`config.mk`:
```
export PLATFORM = sky130hd
export DESIGN_NAME = add_share_arbiter_flat
export DESIGN_NICKNAME = d
export VERILOG_FILES = /design/src/rtl/add_share_if.sv /design/src/rtl/add_share_arbiter.sv /design/src/flat_wrapper.sv
export SDC_FILE = /design/constraint.sdc
export NUM_CORES = 1
export LEC_CHECK = 0
export ABC_CLOCK_PERIOD_IN_PS = 4100
export BUFFER_PORTS_ARGS = -buffer_cell sky130_fd_sc_hd__buf_2
export CORE_UTILIZATION = 40
export CTS_CLUSTER_DIAMETER = 50
export DETAILED_ROUTE_END_ITERATION = 6
export HOLD_SLACK_MARGIN = 0.08
export PLACE_DENSITY = 0.7
export SETUP_SLACK_MARGIN = 0.5
export SYNTH_ARGS = -nofsm -noshare
export SYNTH_HDL_FRONTEND = slang
export SYNTH_SLANG_ARGS = --single-unit
```
`constraint.sdc`:
```
create_clock -name clk -period 4.1 [get_ports clk]
set_input_delay 0.82 -clock clk [delete_from_list [all_inputs] [get_ports clk]]
set_output_delay 0.82 -clock clk [all_outputs]
set_load 0.03 [all_outputs]
```
`src/rtl/add_share_if.sv`:
```
// Request, shared-adder and response signals of add_share_arbiter, grouped with
// an arbiter-side (slave) and an environment-side (master) view.
interface add_share_if #(
    parameter int NREQ = 4,
    parameter int W    = 8
);
    localparam int IDW = $clog2(NREQ);

    logic [NREQ-1:0]   req_valid;
    logic [NREQ-1:0]   req_ready;
    logic [NREQ*W-1:0] req_op1;
    logic [NREQ*W-1:0] req_op2;
    logic [W-1:0]      dp_op1;
    logic [W-1:0]      dp_op2;
    logic [W-1:0]      dp_result;
    logic              rsp_valid;
    logic              rsp_ready;
    logic [IDW-1:0]    rsp_id;
    logic [W-1:0]      rsp_result;
    logic [15:0]       done_cnt;

    modport slave (
        input  req_valid, req_op1, req_op2, dp_result, rsp_ready,
        output req_ready, dp_op1, dp_op2, rsp_valid, rsp_id, rsp_result, done_cnt
    );

    modport master (
        output req_valid, req_op1, req_op2, dp_result, rsp_ready,
        input  req_ready, dp_op1, dp_op2, rsp_valid, rsp_id, rsp_result, done_cnt
    );
endinterface

```
`src/rtl/add_share_arbiter.sv`:
```
// Round-robin arbiter that time-shares one combinational adder between NREQ
// requesters and returns each sum tagged with its owner's ID.
module add_share_arbiter #(
    parameter int NREQ = 4,
    parameter int W    = 8
) (
    input  logic       clk,
    input  logic       rst_n,
    add_share_if.slave bus
);
    localparam int IDW = $clog2(NREQ);

    typedef enum logic [1:0] {IDLE, EXEC, RESP} state_t;

    state_t         state_q, state_d;
    logic [IDW-1:0] rr_q, rr_d;
    logic [IDW-1:0] id_q, id_d;
    logic [IDW-1:0] rsp_id_q, rsp_id_d;
    logic [W-1:0]   op1_q, op1_d;
    logic [W-1:0]   op2_q, op2_d;
    logic [W-1:0]   rsp_result_q, rsp_result_d;
    logic           rsp_valid_q, rsp_valid_d;
    logic [15:0]    done_cnt_q, done_cnt_d;

    logic           any_vld;
    logic [IDW-1:0] win;
    logic [W-1:0]   win_op1, win_op2;
    logic           arb_en;

    // Scan downward from rr+NREQ-1 to rr so the closest set bit after rr wins last.
    always_comb begin
        int             idx;
        logic [IDW-1:0] idx_b;
        idx     = 0;
        idx_b   = '0;
        any_vld = 1'b0;
        win     = '0;
        for (int k = NREQ - 1; k >= 0; k--) begin
            idx = int'(rr_q) + k;
            if (idx >= NREQ) idx = idx - NREQ;
            idx_b = IDW'(idx);
            if (bus.req_valid[idx_b]) begin
                any_vld = 1'b1;
                win     = idx_b;
            end
        end
    end

    always_comb begin
        win_op1 = '0;
        win_op2 = '0;
        for (int i = 0; i < NREQ; i++) begin
            if (win == IDW'(i)) begin
                win_op1 = bus.req_op1[i*W +: W];
                win_op2 = bus.req_op2[i*W +: W];
            end
        end
    end

    always_comb begin
        state_d       = state_q;
        rr_d          = rr_q;
        id_d          = id_q;
        op1_d         = op1_q;
        op2_d         = op2_q;
        rsp_id_d      = rsp_id_q;
        rsp_result_d  = rsp_result_q;
        rsp_valid_d   = rsp_valid_q;
        done_cnt_d    = done_cnt_q;
        arb_en        = 1'b0;
        bus.req_ready = '0;
        bus.dp_op1    = '0;
        bus.dp_op2    = '0;

        case (state_q)
            IDLE: arb_en = 1'b1;
            EXEC: begin
                bus.dp_op1   = op1_q;
                bus.dp_op2   = op2_q;
                rsp_result_d = bus.dp_result;
                rsp_id_d     = id_q;
                rsp_valid_d  = 1'b1;
                state_d      = RESP;
            end
            RESP: begin
                if (bus.rsp_ready) begin
                    done_cnt_d  = done_cnt_q + 16'd1;
                    rsp_valid_d = 1'b0;
                    state_d     = IDLE;
                    arb_en      = 1'b1;
                end
            end
            default: state_d = IDLE;
        endcase

        // rst_n gate keeps the grant low while reset is held with requests pending.
        if (arb_en && any_vld && rst_n) begin
            bus.req_ready[win] = 1'b1;
            op1_d   = win_op1;
            op2_d   = win_op2;
            id_d    = win;
            rr_d    = (win == IDW'(NREQ - 1)) ? '0 : win + 1'b1;
            state_d = EXEC;
        end
    end

    always_ff @(posedge clk or negedge rst_n) begin
        if (!rst_n) begin
            state_q      <= IDLE;
            rr_q         <= '0;
            id_q         <= '0;
            op1_q        <= '0;
            op2_q        <= '0;
            rsp_id_q     <= '0;
            rsp_result_q <= '0;
            rsp_valid_q  <= 1'b0;
            done_cnt_q   <= '0;
        end else begin
            state_q      <= state_d;
            rr_q         <= rr_d;
            id_q         <= id_d;
            op1_q        <= op1_d;
            op2_q        <= op2_d;
            rsp_id_q     <= rsp_id_d;
            rsp_result_q <= rsp_result_d;
            rsp_valid_q  <= rsp_valid_d;
            done_cnt_q   <= done_cnt_d;
        end
    end

    assign bus.rsp_valid  = rsp_valid_q;
    assign bus.rsp_id     = rsp_id_q;
    assign bus.rsp_result = rsp_result_q;
    assign bus.done_cnt   = done_cnt_q;
endmodule
```
`src/flat_wrapper.sv`:
```
// flat-port wrapper written by rule: the top's interface ports become plain ports
module add_share_arbiter_flat 
#(
    parameter int NREQ = 4,
    parameter int W    = 8
)
  (clk, rst_n, bus_req_valid, bus_req_op1, bus_req_op2, bus_dp_result, bus_rsp_ready, bus_req_ready, bus_dp_op1, bus_dp_op2, bus_rsp_valid, bus_rsp_id, bus_rsp_result, bus_done_cnt);
  add_share_if #(.NREQ(NREQ), .W(W)) bus_i ();
  input  logic clk;
  input  logic rst_n;
  input wire logic [$bits(bus_i.req_valid)-1:0] bus_req_valid;
  input wire logic [$bits(bus_i.req_op1)-1:0] bus_req_op1;
  input wire logic [$bits(bus_i.req_op2)-1:0] bus_req_op2;
  input wire logic [$bits(bus_i.dp_result)-1:0] bus_dp_result;
  input wire logic [$bits(bus_i.rsp_ready)-1:0] bus_rsp_ready;
  output wire logic [$bits(bus_i.req_ready)-1:0] bus_req_ready;
  output wire logic [$bits(bus_i.dp_op1)-1:0] bus_dp_op1;
  output wire logic [$bits(bus_i.dp_op2)-1:0] bus_dp_op2;
  output wire logic [$bits(bus_i.rsp_valid)-1:0] bus_rsp_valid;
  output wire logic [$bits(bus_i.rsp_id)-1:0] bus_rsp_id;
  output wire logic [$bits(bus_i.rsp_result)-1:0] bus_rsp_result;
  output wire logic [$bits(bus_i.done_cnt)-1:0] bus_done_cnt;
  assign bus_i.req_valid = bus_req_valid;
  assign bus_i.req_op1 = bus_req_op1;
  assign bus_i.req_op2 = bus_req_op2;
  assign bus_i.dp_result = bus_dp_result;
  assign bus_i.rsp_ready = bus_rsp_ready;
  assign bus_req_ready = bus_i.req_ready;
  assign bus_dp_op1 = bus_i.dp_op1;
  assign bus_dp_op2 = bus_i.dp_op2;
  assign bus_rsp_valid = bus_i.rsp_valid;
  assign bus_rsp_id = bus_i.rsp_id;
  assign bus_rsp_result = bus_i.rsp_result;
  assign bus_done_cnt = bus_i.done_cnt;
  add_share_arbiter #(.NREQ(NREQ), .W(W)) u_core (.clk(clk), .rst_n(rst_n), .bus(bus_i));
endmodule
```
Word-level counts from Yosys, hierarchy flattened

Cells that the tools add are included.

Register bits: 49
Bits of input ports: 79
Output and inout port bits: 47
Word-level logic and storage cells: 86

$add $sub $neg: 9
Order comparisons: 10
Eq/ne operators: 8
Muxes and demuxes: 41
Reductions and logical operators: 9

Operator list:

| cell                                                       | count |
|---|---|
| 2-to-1 mux 8 bit                                           | 10 |
| 2-to-1 mux 2 bit                                           | 11 |
| adder 16 x 1 -> 16 bit, second input constant              | 1 |
| less-than comparator 2 x 3 -> 1 bit, second input constant | 5 |
| 2-to-1 mux 1 bit                                           | 11 |
| >= comparator 3 bit, second input constant                 | 3 |
| binary-select mux 1 bit (select 2 bit)                     | 4 |
| subtractor 2 x 1 -> 2 bit, second input constant           | 4 |
| adder 2 x 2 -> 3 bit, second input constant                | 2 |
| equality test 2 bit, second input constant                 | 3 |
| case mux 2 bit (3 select lines)                            | 1 |
| AND reduction 2 bit                                        | 3 |
| equality test 2 x 1 -> 1 bit, second input constant        | 2 |
| zero test 2 bit                                            | 2 |
| 2-to-1 mux 4 bit                                           | 1 |
| case mux 1 bit (2 select lines)                            | 2 |
| adder 2 x 1 -> 3 bit, second input constant                | 1 |
| >= comparator 2 x 3 -> 1 bit, second input constant        | 1 |
| logical AND 1 bit                                          | 3 |
| inequality test 3 x 2 -> 1 bit, second input constant      | 1 |
| adder 2 x 1 -> 2 bit, second input constant                | 1 |
| demux 1 bit (select 2 bit)                                 | 1 |
| >= comparator 2 x 1 -> 1 bit, second input constant        | 1 |
| inequality test 2 x 1 -> 1 bit, second input constant      | 1 |
| other kinds (2)                                            | 2 |

Depth between registers and ports, before layout

Gate-level depths: netlist of the first run.

Depth in word-level cells: 14
Mapped depth: 11
Mapped depth without buffers: 9

Worst setup path before layout of the first run

Ideal clock, no wire load.

Path type: input-to-output
Start: in bus_req_valid[1]
End: out bus_req_ready[3]
Arrival time: 2,306 ps
Data required time: 3,280 ps
Setup slack: 974 ps
Stages: 7
Path buffers: 2
Cell sequence: a21boi_0 o22ai_1 a21oi_1 ha_1 clkbuf_1 clkbuf_1 and2_1

Word-level cells in the longest chain between the ends: 11
Elaborated cells on any way between the ends: 24
Classes of those cells: order compare: 2; mux: 19; reduce/logical: 3

Ends and longest elaborated chain:

| what                                                                                                      | line                    | source |
|---|---|---|
| from (decl)                                                                                               | flat_wrapper.sv:11      | `input wire logic [$bits(bus_i.req_valid)-1:0] bus_req_valid;` |
| binary-select mux 1 bit (select 2 bit)                                                                    | add_share_arbiter.sv:42 | `if (bus.req_valid[idx_b]) begin` |
| 2-to-1 mux 1 bit (not written as such)                                                                    | add_share_arbiter.sv:42 |  |
| 2-to-1 mux 2 bit (3 in a row)                                                                             | add_share_arbiter.sv:42 |  |
| 2-to-1 mux 2 bit *                                                                                        | add_share_arbiter.sv:42 |  |
| named net u_core.win[0]                                                                                   | add_share_arbiter.sv:26 | `logic [IDW-1:0] win;` |
| less-than comparator 2 x 3 -> 1 bit (not written as such) or >= comparator 2 x 1 -> 1 bit (tied branches) | add_share_arbiter.sv:98 | `bus.req_ready[win] = 1'b1;` |
| logical AND 1 bit (not written as such)                                                                   | add_share_arbiter.sv:98 |  |
| 2-to-1 mux 1 bit (not written as such)                                                                    | add_share_arbiter.sv:98 |  |
| demux 1 bit (select 2 bit) *                                                                              | n/a                     |  |
| 2-to-1 mux 4 bit *                                                                                        | add_share_arbiter.sv:97 | `if (arb_en && any_vld && rst_n) begin` |
| to (decl)                                                                                                 | flat_wrapper.sv:16      | `output wire logic [$bits(bus_i.req_ready)-1:0] bus_req_ready;` |

The timed path passes the listed nets; every way through them passes the cells marked *. The select of a mux whose other input is x is not followed.

Final worst setup path of the first run

Start: in bus_req_valid[1]
End: out bus_req_ready[0]

The elaborated chain is that of the path after synthesis.

==> results.md, run 1 <==
| Result | This run |
|---|---|
| Top cell type's share of synthesized area | 0.4463 |
| Post-Place Cells | 488 |
| Diode count | 0 |
| I/O pin cnt | 126 |
| Aggregate routed wire length | 6253 µm |
| Count of placed standard cells in the final layout, fillers left out | 496 |
| Upper clock frequency limit | 0.2991 GHz |
| Worst Slack Setup Final | 0.7564 ns |
| Max-cap viol count | 0 |
| Number of buffers added by the clock tree synthesis step | 5 |
| Part of the cycle the worst path needs | 0.8155 |
| Post-CTS setup buffer count | 0 |
| Die Footprint | 7205 µm² |
| Number of warnings issued by yosys | 0 |
| Total number of nets in the final design | 502 |
| Wire length of the first global-routing pass | 10590 µm |
| Std-Cell Rows | 29 |
| Clock transition at the registers of the reported paths | 0.08 ns |
| Deepest clock path buffer count | 2 |
| Area of the mapped netlist | 2748 µm² |
| Routed WL per cell | 12.61 µm |
| Post-Place Worst Slack | 0.7682 ns |
| Number of hold violations in the final report | 0 |
| Insertion delay to the later sink of the worst-skew pair | 0.30 ns |
| Final weighted congestion of routability-driven global placement | 0.7775 |
| Maximum VDD drop | 232.5 µV |
| Required time at the worst-slack endpoint | 3.28 ns |
| Category of the worst setup path launch point | input port |
| Reg2reg setup slack | 1.76 ns |
| Shortest period the worst path allows | 3.344 ns |
| Critical R2R Capture | u_core.op2_q[3] |
| Number of gates resized after cts | 0 |
| CTS root buf | sky130_fd_sc_hd__clkbuf_8 |
| Static Leak | 1.848 nW |
| Grt total ovfl | 0 |
| Standard cell area after detailed placement | 3420 µm² |
| Top_reg_cell synth | sky130_fd_sc_hd__dfrtp_1 |
| Most used cells in the layout excluding fill and tap cells | 125 x sky130_fd_sc_hd__buf_2, 52 x sky130_fd_sc_hd__a21oi_1, 49 x sky130_fd_sc_hd__dfrtp_1, 23 x sky130_fd_sc_hd__nand2_1 |
| Slew at the pin closest to its max-slew limit | 0.9939 ns |
| Commonest non-fill, non-tap cell in the layout | sky130_fd_sc_hd__buf_2 |
| Start point of the worst min-delay path | u_core.bus.done_cnt[15] |
| Area overhead of the layout relative to synthesis | 28.69% |
| Setup repair after global routing missed its margin | false |
| Worst EP arrival | 2.52 ns |
| Count of routing violations after the opening detailed-route iteration | 109 |
| Final worst clock skew | 0.005643 ns |
| Remaining routing DRC violations | 7 |
| Fraction of final layout cells with drive strength greater than 1 | 0.3675 |
| Number of vias after detailed routing | 2534 |
| Count of flip-flops with a built-in enable after synthesis | 0 |
| Initial Util | 0.4230 |
| Antenna violations before repair | 0 |
| Clock tree from TritonCTS | yes |
| Summed negative setup slack over all endpoints | 0 ns |
| Core area | 6495 µm² |
| Synthesized netlist net count | 386 |
| Min-Delay Endpoint | u_core.bus.done_cnt[15] |
| Height of the die | 84.88 µm |
| Synthesized flop and latch total | 49 |
| Crit Reg-Reg Startpoint | u_core.rr_q[1] |
| Cells after synthesis | 302 |
| Cell type with the highest aggregate area in the netlist | sky130_fd_sc_hd__dfrtp_1 |
| Result of the run | finished with violations |
| Via count of the first global-routing pass | 2344 |
| Die outline width | 84.88 µm |
| Syn avg cell area | 9.098 µm² |
| Share of async-settable or async-resettable flops after synthesis | 1.000 |
| Class of the worst hold path | reg -> reg |
| Vias per cell | 5.109 |
| Final HPWL DP | 4649 µm |
| Clock Sinks | 49 |
| Crit Path Category | in -> out |
| Hold Path Stages | 1 |
| Combined global-route utilization of all metal layers | 0.1830 |
| Number of max-slew violations in the final report | 0 |
| 1st-pass router iterations | 7 |
| Htree depth | 2 |
| Largest cells by area after synthesis | sky130_fd_sc_hd__dfrtp_1 45%, sky130_fd_sc_hd__a21oi_1 9.5%, sky130_fd_sc_hd__and2_1 4.6%, sky130_fd_sc_hd__mux2_2 4.5%, sky130_fd_sc_hd__a22oi_1 4.4% |
| Post-layout instance area | 3536 µm² |
| Largest net degree at the start of global routing | 50 |
| Worst Reg2Reg Path Length in Cells | 10 |
| Hold buffer count at cts | 0 |
| Worst setup EP type | primary output |
| Count of input and output buffers | 125 |
| Part of the Yosys area used for sequential elements | 0.4463 |
| Count of unique library cells instantiated by Yosys | 36 |
| Crit Path Max Fanout | 17 |
| Cell area power density | 589.7 nW/µm² |
| Failing checks | design-rule violations |
| Post-route worst hold slack | 0.4677 ns |
| # setup viols final | 0 |
| Worst relative slew slack | 0.3344 |
| ANT nets after route | 0 |
routing by layer:
metal | share of wire | GRT usage | wire length (µm) | vias to the layer above
met5 | 0 | 0 | 0 | -
met4 | 0.0070 | 0.05085 | 44 | 0
li1 | - | - | - | 1262
met2 | 0.46 | 0.3186 | 2883 | 132
met1 | 0.45 | 0.2253 | 2826 | 1136
met3 | 0.080 | 0.04767 | 498 | 4
synthesized netlist by cell type (all sizes together), types with 2 or more instances:
cell type   n
nor3        3
nor4        2
and2       20
xor2        8
nor2b       3
o22ai       2
nand3       4
a22oi      16
nor2       20
ha          5
and4        3
mux2i       2
mux2       13
nand4       3
clkbuf     14
buf         7
o21ai      16
a21oi      52
dfrtp      49
inv        20
a21boi      2
nand2      23
xnor2       7
metrics by stage:
stage,utilization,total power [W]
floorplan,-,0.001478
global placement,0.5265,0.001716
detailed placement,0.5265,0.001741
CTS,0.5444,0.002101
global route,0.5444,0.002252
finish,0.5444,0.002085
logic make-up after synthesis:
logic type / share of synthesized area
and+or+nand+nor: 0.1822
adders and majority gates: 0.02277
AOI/OAI and AO/OA: 0.1803
xor gates and xnor gates: 0.04782
DFF: 0.4463
buffers and inverters: 0.06011
muxes: 0.06056
worst max-delay path, cell delays in order:
cell and delay [ns]:
sky130_fd_sc_hd__buf_2 0.12, sky130_fd_sc_hd__a21boi_0 0.18, sky130_fd_sc_hd__o22ai_1 0.10, sky130_fd_sc_hd__a21oi_1 0.35, sky130_fd_sc_hd__inv_1 0.12, sky130_fd_sc_hd__ha_1 0.43, sky130_fd_sc_hd__and2_1 0.23, sky130_fd_sc_hd__buf_2 0.17
worst max-delay path by stage:
stage	endpoint	depth (start not counted)	from	slack [ns]
detailed placement	bus_req_ready[0]	8	bus_req_valid[1]	0.77
global route	bus_req_ready[0]	8	bus_req_valid[1]	0.56
global placement	bus_req_ready[0]	8	bus_req_valid[1]	0.83
finish	bus_req_ready[0]	8	bus_req_valid[1]	0.76
CTS	bus_req_ready[0]	8	bus_req_valid[1]	0.76
floorplan	bus_req_ready[3]	7	bus_req_valid[1]	0.97
power by group:
part	switching [W]	internal (W)	leakage, nW
registers	0.000112	0.000653	0.599
logic	0.000607	0.000364	1.19
clock network	0.000151	0.000199	0.0585
flip-flops by register name, indices dropped and copies added, names as in the netlist:
register and cells:
u_core.bus.rsp_result 8, u_core.bus.done_cnt 16, u_core.id_q 2, u_core.rr_q 2, u_core.bus.rsp_id 2, u_core.bus.rsp_valid 1
u_core.op2_q 8, u_core.op1_q 8, u_core.state_q 2
layout make-up:
class                           instances  area, µm²
Fill cell                             597       2959
Multi-Input combinational cell        212       1359
Sequential cell                        49       1226
Timing Repair Buffer                  130      663.1
Tap cell                               77      96.34
Clock buffer                            7      86.33
Inverter                               20      75.07
Clock inverter                          1      30.03
Note: power is estimated with default switching activity, not from simulation.
==> run 2: changes to the inputs <==
Settings changed: ABC_CLOCK_PERIOD_IN_PS 4100 to 3400.
Clock period 4.1 ns to 3.4 ns, I/O delays scaled along.
==> results.md, run 2 (synthesis gave the netlist of run 1 again) <==
| Result | This run |
|---|---|
| Class of the worst hold path | reg -> reg |
| Clock tree from TritonCTS | yes |
| Slew at the pin closest to its max-slew limit | 0.6132 ns |
| Number of hold violations in the final report | 0 |
| Largest incremental delay on the critical path | 0.41 ns |
| # setup viols final | 0 |
| Initial Util | 0.4230 |
| Static Leak | 1.859 nW |
| Grt total ovfl | 0 |
| Core area | 6495 µm² |
| 1st-pass router iterations | 7 |
| Via count of the first global-routing pass | 2421 |
| CTS root buf | sky130_fd_sc_hd__clkbuf_8 |
| Shortest period the worst path allows | 2.664 ns |
| Count of input and output buffers | 125 |
| Upper clock frequency limit | 0.3753 GHz |
| Worst EP arrival | 1.98 ns |
| Antenna violations before repair | 0 |
| Height of the die | 84.88 µm |
| Number of vias after detailed routing | 2545 |
| Crit Path Category | reg -> out |
| Wire length of the first global-routing pass | 10860 µm |
| Overall Power | 0.002531 W |
| Worst path cell trace | nand2b_1 > nor2b_1 > o22ai_1 > inv_1 > ha_1 > and2_1 > buf_2 |
| Diode count | 0 |
| Fraction of final layout cells with drive strength greater than 1 | 0.3729 |
| Insertion delay to the later sink of the worst-skew pair | 0.30 ns |
| Critical path buffers and inverters | 2 |
| Final weighted congestion of routability-driven global placement | 0.7763 |
| Count of routing violations after the opening detailed-route iteration | 61 |
| ANT nets after route | 0 |
| Final cell utilization of the core | 0.5473 |
| Final-layout fill cell count | 608 |
| Crit Path Max Fanout | 4 |
| Most used cells in the layout excluding fill and tap cells | 125 x sky130_fd_sc_hd__buf_2, 51 x sky130_fd_sc_hd__a21oi_1, 49 x sky130_fd_sc_hd__dfrtp_1, 23 x sky130_fd_sc_hd__nand2_1 |
| Vias per cell | 5.110 |
| Clock transition at the registers of the reported paths | 0.09 ns |
| Setup repair after global routing missed its margin | false |
| Summed negative setup slack over all endpoints | 0 ns |
| Critical-path top delay cell | sky130_fd_sc_hd__dfrtp_1 |
| Clock Sinks | 49 |
| Htree depth | 2 |
| Worst Slack Setup Final | 0.7358 ns |
| Largest net degree at the start of global routing | 50 |
| Worst setup EP type | primary output |
| Combined global-route utilization of all metal layers | 0.1883 |
| Part of the cycle the worst path needs | 0.7836 |
| Routed WL per cell | 12.93 µm |
| Largest register FFs | 16 |
| Die Footprint | 7205 µm² |
| Final HPWL DP | 4890 µm |
| Die outline width | 84.88 µm |
| Number of max-slew violations in the final report | 0 |
| Std-Cell Rows | 29 |
| Final worst clock skew | 0.007254 ns |
| Post-Place Worst Slack | 0.6131 ns |
| Category of the worst setup path launch point | flip-flop |
| Cell area power density | 712.0 nW/µm² |
| Area overhead of the layout relative to synthesis | 29.37% |
| Required time at the worst-slack endpoint | 2.72 ns |
| Maximum VDD drop | 403.1 µV |
| Number of buffers added by the clock tree synthesis step | 5 |
| Largest delay share family, worst path | simple AND/OR/NAND/NOR gates |
| Worst relative slew slack | 0.5912 |
| Remaining routing DRC violations | 7 |
| Combined flip-flop and latch cell area | 1226 µm² |
| Commonest non-fill, non-tap cell in the layout | sky130_fd_sc_hd__buf_2 |
| Total number of nets in the final design | 504 |
| Result of the run | finished with violations |
| I/O pin cnt | 126 |
| Max-cap viol count | 0 |
| Area of combinational cells with multiple inputs | 1363 µm² |
| Failing checks | design-rule violations |
| Hold buffer count at cts | 0 |
| Aggregate routed wire length | 6441 µm |
| Deepest clock path buffer count | 2 |
==> run 2: changes by cell type in the layout (fill, tap and decap cells not counted), sizes merged <==
cell  delta
buf      +2
==> run 2: report_power, final <==
part,internal [W],switching [W]
clock network,0.000240,0.000186
logic,0.000446,0.000738
registers,0.000787,0.000134
==> run 2: final timing paths <==
kind                                         start                 endpoint  slack, ns  cells after the start
max in group asynchronous                    rst_n   u_core.bus.done_cnt[0]       2.47                      2
min in group asynchronous                    rst_n     u_core.bus.rsp_id[1]       0.51                      2
hold reg to reg            u_core.bus.done_cnt[15]  u_core.bus.done_cnt[15]       0.47                      1
setup / recovery                    u_core.rr_q[0]         bus_req_ready[3]       0.74                      7
setup reg to reg                    u_core.rr_q[0]          u_core.op1_q[5]       1.08                     10
hold / removal             u_core.bus.done_cnt[15]  u_core.bus.done_cnt[15]       0.47                      1
==> run 2: final cells by class <==
| type | instances | area share |
|---|---|---|
| multi-input cells | 212 | 0.3833 |
| flip-flops and latches | 49 | 0.3450 |
| repair buffers | 132 | 0.1908 |
| well taps | 77 | 0.02710 |
| clock buffers | 7 | 0.02429 |
| inverters | 20 | 0.02112 |
| clock inverters | 1 | 0.008448 |
==> run 2: per-stage QoR <==
step / instance area [µm²] / hold WS (ns) / std cells
after global placement: 3435 / 0.4554 / 490
final: 3555 / 0.4657 / 498
after detailed placement: 3435 / 0.4615 / 490
after floorplan: 2748 / 0.3844 / 302
after CTS: 3551 / 0.4735 / 498
after global routing: 3555 / 0.4980 / 498
==> run 2: repair_timing <==
action	4_1_cts	5_1_grt
endpoints found under the hold margin	0	0
gates resized for setup	0	1
buffers inserted	0	0
endpoints found under the setup margin	0	2
==> run 2: routing by layer <==
metal	share of wire	vias to the layer above	track usage	wire, µm
li1	-	1272	-	-
met1	0.44	1152	0.2384	2830
met2	0.47	112	0.3126	3009
met3	0.079	9	0.05642	511
met4	0.014	0	0.05547	90
met5	0	-	0	0
==> run 3: changes to the inputs <==
Settings changed: ABC_CLOCK_PERIOD_IN_PS 3400 to 2750.
Clock period 3.4 ns to 2.75 ns, I/O delays scaled along.
==> results.md, run 3 (synthesis gave the netlist of run 1 again) <==
| Result | This run |
|---|---|
| Worst path cell trace | nand2b_4 > nor2b_1 > o22ai_4 > inv_2 > ha_4 > and2_4 > buf_6 |
| I/O pin cnt | 126 |
| Most used cells in the layout excluding fill and tap cells | 121 x sky130_fd_sc_hd__buf_2, 48 x sky130_fd_sc_hd__a21oi_1, 48 x sky130_fd_sc_hd__dfrtp_1, 23 x sky130_fd_sc_hd__nand2_1, 20 x sky130_fd_sc_hd__nor2_1 |
| Htree depth | 2 |
| Area overhead of the layout relative to synthesis | 41.03% |
| Worst setup EP type | primary output |
| Antenna violations before repair | 0 |
| Core area | 6495 µm² |
| Maximum VDD drop | 502.9 µV |
| Deepest clock path buffer count | 2 |
| Max-cap viol count | 0 |
| Internal power component | 0.002066 W |
| Number of vias after detailed routing | 2594 |
| Detail Route met3 WL | 416 µm |
| Worst EP arrival | 1.78 ns |
| Critical-path top delay cell | sky130_fd_sc_hd__dfrtp_1 |
| Worst relative slew slack | 0.5890 |
| Clock tree from TritonCTS | yes |
| Largest incremental delay on the critical path | 0.40 ns |
| Largest register FFs | 16 |
| Clock transition at the registers of the reported paths | 0.09 ns |
| Standard cell area after detailed placement | 3471 µm² |
| Number of buffers added by the clock tree synthesis step | 5 |
| Crit Path Max Fanout | 4 |
| Setup repair after global routing missed its margin | true |
| Final HPWL DP | 4898 µm |
| Logic pwr share | 0.500 |
| CTS root buf | sky130_fd_sc_hd__clkbuf_8 |
| Die Footprint | 7205 µm² |
| Via count of the first global-routing pass | 2385 |
| Final weighted congestion of routability-driven global placement | 0.8237 |
| Final cell utilization of the core | 0.5966 |
| 1st-pass router iterations | 7 |
| Result of the run | finished with violations |
| Worst Reg2Reg Path Length in Cells | 11 |
| Aggregate routed wire length | 6809 µm |
| Count of input and output buffers | 125 |
| Clock Sinks | 49 |
| Largest delay share family, worst path | simple AND/OR/NAND/NOR gates |
| Detailed-routed wire length on met2 | 3250 µm |
| Commonest non-fill, non-tap cell in the layout | sky130_fd_sc_hd__buf_2 |
| Sequential power share | 0.329 |
| Remaining routing DRC violations | 9 |
| ANT nets after route | 0 |
| Shortest period the worst path allows | 2.328 ns |
| Final worst clock skew | 0.007377 ns |
| Cell area power density | 900.4 nW/µm² |
| Total number of nets in the final design | 516 |
| Initial Util | 0.4230 |
| Reg2reg setup slack | 0.61 ns |
| Combined global-route utilization of all metal layers | 0.1894 |
| Number of logic stages on the critical path including buffering | 7 |
| Wire length of the first global-routing pass | 10890 µm |
| Diode count | 0 |
| Switching fraction of total power | 0.4079 |
| Category of the worst setup path launch point | flip-flop |
| Largest net degree at the start of global routing | 50 |
| Insertion delay to the later sink of the worst-skew pair | 0.29 ns |
| Post-Place Cells | 491 |
| Die outline width | 84.88 µm |
| Clock network fraction of design power | 0.171 |
| Summed negative setup slack over all endpoints | 0 ns |
| Number of hold violations in the final report | 0 |
| Upper clock frequency limit | 0.4296 GHz |
| Fraction of final layout cells with drive strength greater than 1 | 0.4411 |
| Required time at the worst-slack endpoint | 2.20 ns |
| Std-Cell Rows | 29 |
| Post-layout instance area | 3875 µm² |
| Static Leak | 1.969 nW |
| Number of max-slew violations in the final report | 0 |
| Switching component of the power | 0.001423 W |
| Count of placed standard cells in the final layout, fillers left out | 510 |
| Overall Power | 0.003489 W |
| Failing checks | design-rule violations |
| Critical path buffers and inverters | 2 |
| Routed WL per cell | 13.35 µm |
| Part of the cycle the worst path needs | 0.8465 |
| Class of the worst hold path | in -> async |
| Grt total ovfl | 0 |
| Height of the die | 84.88 µm |
| Routed length on met1 | 3095 µm |
| # setup viols final | 0 |
| Uppermost layer routed | met4 |
| Slew at the pin closest to its max-slew limit | 0.6165 ns |
| Crit Path Category | reg -> out |
| Vias per cell | 5.086 |
| Hold buffer count at cts | 0 |
| Count of routing violations after the opening detailed-route iteration | 54 |
-- run 3: per-stage QoR --
step,setup WS [ns],hold WS (ns)
detailed placement,0.2904,0.4784
global route,0.3359,0.4221
global placement,0.4099,0.4552
CTS,0.4170,0.3920
finish,0.4220,0.3901
floorplan,0.4890,0.2544
-- run 3: routing by layer --
layer	global-route usage	up-vias
met5	0	-
met1	0.2523	1182
met3	0.04767	4
met2	0.3104	110
met4	0.04777	0
li1	-	1298
-- run 3: cell type report --
type                            instances  area [µm²]
Sequential cell                        49        1227
Timing Repair Buffer                  144       843.3
Fill cell                             572        2620
Clock inverter                          3       65.06
Tap cell                               77       96.34
Clock buffer                            5       68.82
Inverter                               20       75.07
Multi-Input combinational cell        212        1499
-- run 3: worst paths after layout --
| path | start | endpoint |
|---|---|---|
| max | u_core.rr_q[0] | bus_req_ready[2] |
| min | rst_n | u_core.bus.rsp_id[1] |
| max reg2reg | u_core.rr_q[0] | u_core.op1_q[7] |
| min reg2reg | u_core.bus.done_cnt[15] | u_core.bus.done_cnt[15] |
| max in group asynchronous | rst_n | u_core.rr_q[1] |
| min in group clk | bus_dp_result[4] | u_core.bus.rsp_result[4] |
-- run 3: repair_timing --
| action | 4_1_cts | 5_1_grt |
|---|---|---|
| endpoints found under the setup margin | 23 | 12 |
| gates resized for setup | 18 | 23 |
| cloned | 0 | 1 |
| setup buffers | 6 | 4 |
| pin swaps | 3 | 14 |
| endpoints found under the hold margin | 0 | 0 |
-- run 3: power groups by stage --
stage	clock [W]	sequential, W	combinational [W]
floorplan	0	0.00133	0.000924
global placement	0	0.00115	0.00147
detailed placement	0	0.00117	0.00149
CTS	0.000614	0.00115	0.00158
global route	0.000642	0.00118	0.00191
finish	0.000597	0.00115	0.00175
